$ cat config.mk
export PLATFORM = sky130hd
export DESIGN_NAME = siso_shift_controller
export DESIGN_NICKNAME = d
export VERILOG_FILES = /design/src/rtl/siso_shift_controller.sv
export SDC_FILE = /design/constraint.sdc
export NUM_CORES = 1
export LEC_CHECK = 0
export ABC_AREA = 1
export CAP_MARGIN = 20
export CORE_MARGIN = 2
export CORE_UTILIZATION = 48
export CTS_CLUSTER_DIAMETER = 40
export CTS_CLUSTER_SIZE = 40
export DETAILED_ROUTE_END_ITERATION = 6
export PLACE_DENSITY_LB_ADDON = 0.15
export SLEW_MARGIN = 5
export SYNTH_ARGS = -nofsm -noshare
export SYNTH_HDL_FRONTEND = slang
export SYNTH_SLANG_ARGS = --single-unit
$ cat constraint.sdc
create_clock -name clk1 -period 1.7 [get_ports clk1]
set_clock_uncertainty 0.2 [all_clocks]
set_input_delay 0.34 -clock clk1 [delete_from_list [all_inputs] [get_ports clk1]]
set_output_delay 0.34 -clock clk1 [all_outputs]
set_load 0.02 [all_outputs]
$ cat src/rtl/siso_shift_controller.sv
`default_nettype none
// +------------------------------------------------------------------------+
// | Module   : siso_shift_controller                                       |
// | Purpose  : Sequences a DEPTH-stage serial-in/serial-out shift chain.   |
// |            A parallel word taken over the load handshake is streamed  |
// |            LSB-first into the chain, followed by DEPTH zero bits that  |
// |            flush it. The bits coming out of the chain are collected   |
// |            back into a parallel word and returned over the rx          |
// |            handshake.                                                 |
// | Ports    : clk1, rst1        clock / async active-high reset          |
// |            load_valid/ready  parallel word handshake (load_data)      |
// |            sr_in, sr_shift   serial data and shift enable to chain    |
// |            sr_out            serial data from the last chain stage    |
// |            rx_valid/ready    captured word handshake (rx_data)        |
// |            busy              transaction in progress                  |
// | Revision : 1.0  initial release                                       |
// +------------------------------------------------------------------------+
module siso_shift_controller #(
  parameter int WIDTH = 4,
  parameter int DEPTH = 4
) (
  input  logic             clk1,
  input  logic             rst1,
  input  logic             load_valid,
  output logic             load_ready,
  input  logic [WIDTH-1:0] load_data,
  output logic             sr_in,
  output logic             sr_shift,
  input  logic             sr_out,
  output logic             rx_valid,
  input  logic             rx_ready,
  output logic [WIDTH-1:0] rx_data,
  output logic             busy
);

  localparam int CW = $clog2(WIDTH + DEPTH + 1);

  localparam logic [1:0] ST_IDLE  = 2'd0;
  localparam logic [1:0] ST_SHIFT = 2'd1;
  localparam logic [1:0] ST_DONE  = 2'd2;

  localparam logic [CW-1:0] C_LAST  = CW'(WIDTH + DEPTH - 1);
  localparam logic [CW-1:0] C_WIDTH = CW'(WIDTH);

  logic [1:0]       state_q, state_d;
  logic [CW-1:0]    cnt_q,   cnt_d;
  logic [WIDTH-1:0] tx_q,    tx_d;
  logic [WIDTH-1:0] rx_q,    rx_d;
  logic [WIDTH-1:0] tx_shifted;

  // ---------------------------------------------------------------------
  // State register
  // ---------------------------------------------------------------------
  always_ff @(posedge clk1 or posedge rst1) begin
    if (rst1) begin
      state_q <= ST_IDLE;
    end else begin
      state_q <= state_d;
    end
  end

  // ---------------------------------------------------------------------
  // Next-state logic
  // ---------------------------------------------------------------------
  always_comb begin
    state_d = state_q;
    case (state_q)
      ST_IDLE:  if (load_valid)       state_d = ST_SHIFT;
      ST_SHIFT: if (cnt_q == C_LAST)  state_d = ST_DONE;
      ST_DONE:  if (rx_ready)         state_d = ST_IDLE;
      default:                        state_d = ST_IDLE;
    endcase
  end

  // ---------------------------------------------------------------------
  // Outputs: decoded from state and registered datapath only, so neither
  // handshake input has a combinational path to any output.
  // ---------------------------------------------------------------------
  always_comb begin
    load_ready = 1'b0;
    busy       = 1'b0;
    sr_shift   = 1'b0;
    rx_valid   = 1'b0;
    sr_in      = 1'b0;
    tx_shifted = tx_q >> cnt_q;
    case (state_q)
      ST_IDLE: begin
        load_ready = 1'b1;
      end
      ST_SHIFT: begin
        busy     = 1'b1;
        sr_shift = 1'b1;
        // Past the last data bit the chain is flushed with zeros.
        sr_in    = (cnt_q < C_WIDTH) ? tx_shifted[0] : 1'b0;
      end
      ST_DONE: begin
        busy     = 1'b1;
        rx_valid = 1'b1;
      end
      default: begin
        load_ready = 1'b0;
      end
    endcase
    rx_data = rx_q;
  end

  // ---------------------------------------------------------------------
  // Datapath next values
  // ---------------------------------------------------------------------
  always_comb begin
    cnt_d = cnt_q;
    tx_d  = tx_q;
    rx_d  = rx_q;
    case (state_q)
      ST_IDLE: begin
        if (load_valid) begin
          tx_d  = load_data;
          cnt_d = '0;
        end
      end
      ST_SHIFT: begin
        // The first DEPTH bits leaving the chain predate this transaction;
        // bit i of the word emerges DEPTH cycles after it was inserted.
        for (int i = 0; i < WIDTH; i++) begin
          if (cnt_q == CW'(i + DEPTH)) begin
            rx_d[i] = sr_out;
          end
        end
        if (cnt_q == C_LAST) begin
          cnt_d = '0;
        end else begin
          cnt_d = cnt_q + CW'(1);
        end
      end
      default: begin
        cnt_d = cnt_q;
      end
    endcase
  end

  always_ff @(posedge clk1 or posedge rst1) begin
    if (rst1) begin
      cnt_q <= '0;
      tx_q  <= '0;
      rx_q  <= '0;
    end else begin
      cnt_q <= cnt_d;
      tx_q  <= tx_d;
      rx_q  <= rx_d;
    end
  end

endmodule
`default_nettype wire

==> flow_summary.ini <==
[outcome]
status = finished, violations left
violations = negative setup slack

[synthesis]
syn_nets = 121
syn-cell-area_um2 = 802
synth_enable_flop_cells = 0
synth_cell_type_count = 17
ys.flop_type = dfrtp_1
synth_seq_cells = 14
yosys-top-cells-area = dfrtp_1, nand2_1, ha_1
netlist_instances = 105
seq_area_frac_synth = 0.437
netlist.area_leader.share = 0.437
ys_warn_count = 0
synth_top_area_cell = dfrtp_1
async_reset_ff_frac = 1.00
yosys-top-cells-count = nand2_1, dfrtp_1, nand3_1
postSynthAreaPerCell_um2 = 7.64
synthMostInstantiatedCell = nand2_1

[cts]
path_clk_slew_ns = 0.09
clkLatencyLatePin_ns = 0.29
clock_path_buffers = 2
cts_buffers = 3
ctsHoldBuffers = 0
cts_root_buf = clkbuf_4
tritoncts = yes
htree_levels = 1
cts_sinks = 14

[setup_path]
critPathMaxFanout = 2
end_kind = output pin
reg2reg_to = state_q[1]
rrSetupSlack_ns = 0.09
worst-setup-path-type = reg2out
r2r-start = state_q[0]
cp.required_ns = 1.16
critPathLaunchType = flop
cp.arrival_ns = 1.35
ff2ff_path_depth = 10

[die]
dieHeight_um = 44.9
start_util = 0.520
die_w_um = 44.9
ioPinCount = 18
core-area_um2 = 1540
die-area_um2 = 2010
rows = 14

[timing]
hold_viol = 0
tightest_slew_ns = 0.203
relSlewSlack = 0.865
period_share = 1.11
report.final.slew_viol_count = 0
fmax_mhz = 528
fin_crit_ns = 1.89
setup_viol_count_final = 5
worst_slack_ns = -0.194
rsz0062_at_grt = yes

[route]
wirelength_um = 1770
drtIter0Drc = 12
vias_per_cell = 4.86
route.met3.wl_um = 67
wire_per_inst_um = 11.4
drc_errors = 0
wirelength_met1_um = 832
top_layer_used = met4
drtAntennaViolNets = 0
vias = 753
wl_met2_um = 852
firstDrtPassIters = 4

[finish]
layout.nets = 156
finish.utilization = 0.753
antenna_cells = 0
layout-drive-gt1-share = 0.288
num-fill-cells = 132
area_growth_pct = 44.8

[global_route]
antenna_found_initial = 0
grtUsageTotal = 0.204
grt_overflow = 0
grt_pass1_wl_um = 2940
grt_pass1_vias = 716
grt_max_degree = 15

[pwr]
peakVddDrop_uv = 965
total_power_uw = 1970
power_density_nw_per_um2 = 1700
leakage_uw = 0.000610

[place]
gp_congestion = 0.872
port_buffers = 17
dpl.hpwl_um = 1340

[job]
cap_violations = 0

[worst_hold_path]
hp-class = in2async
==> critical path, cell delays in order (launching register included) <==
cell and delay, ns:
dfrtp_1 0.39, inv_2 0.08, ha_4 0.13, inv_2 0.04, nor3_2 0.10, nand2_1 0.08
a21oi_2 0.10, buf_4 0.15
==> kinds of logic (layout without fill, tap and decap cells) <==
| logic type | count (synthesis) | in the layout | synth area share |
|---|---|---|---|
| AND/OR/NAND/NOR | 63 | 63 | 0.334 |
| buffers and inverters | 15 | 49 | 0.0733 |
| XOR/XNOR | 1 | 1 | 0.0109 |
| AO/OA/AOI/OAI | 5 | 5 | 0.0359 |
| flip-flops | 14 | 14 | 0.437 |
| adder cells (fa/ha/maj) | 7 | 7 | 0.109 |
==> metal layers <==
metal  vias up  global-route usage
met2        18               0.313
met4         0               0.106
met3         4              0.0440
met5         -                   0
met1       332               0.269
li1        399                   -
==> report_power, final <==
| part | total (uW) | switching (uW) | internal (uW) |
|---|---|---|---|
| clock | 250 | 119 | 131 |
| combinational | 1160 | 634 | 522 |
| sequential | 569 | 94.0 | 475 |
==> how the worst max path moves through the flow <==
stage | startpoint | end | cells past startpoint
3_5_place_dp | state_q[1] | sr_in | 7
2_1_floorplan | state_q[1] | sr_in | 6
4_1_cts | state_q[1] | sr_in | 7
3_3_place_gp | state_q[1] | sr_in | 7
5_1_grt | state_q[1] | sr_in | 7
6_report | state_q[1] | sr_in | 7
==> stage by stage <==
step,area (um^2),setup slack [ns],hold slack (ns),instances,TNS [ns]
after floorplan,818,0.00459,0.0292,105,0
after global placement,1110,-0.372,0.253,151,-1.17
after detailed placement,1110,-0.406,0.265,151,-1.29
after CTS,1160,-0.195,0.154,155,-0.333
after global routing,1160,-0.261,0.170,155,-0.569
final,1160,-0.194,0.141,155,-0.347
==> cell usage in the layout, fill, tap and decap left out, types with 3 or more instances in the layout <==
cell | synthesis | routed
ha_1 | 7 | 5
clkdlybuf4s50_1 | 0 | 8
dfrtp_1 | 14 | 14
inv_1 | 6 | 4
dlygate4sd2_1 | 0 | 4
clkbuf_4 | 0 | 3
buf_6 | 0 | 3
nand3_1 | 13 | 13
inv_2 | 6 | 7
nand2_1 | 43 | 43
buf_4 | 0 | 17
==> cell type report <==
cell class,count,area (um^2),share of cell area
well taps,16,20.0,0.0172
flip-flops and latches,14,350,0.302
multi-input cells,76,427,0.367
inverters,13,51.3,0.0442
clock buffers,4,36.3,0.0313
repair buffers,32,277,0.238
==> flip-flops by register name, indices dropped and copies added, names as in the netlist <==
register,cells
cnt_q,4
rx_data,4
state_q,2
tx_q,4
==> repair_timing <==
item,in CTS,in global routing
cloned,0,0
pin swaps,2,1
endpoints found under the setup margin,9,5
resized for setup,37,0
setup buffers,0,1
Note: power is estimated with default switching activity, not from simulation.
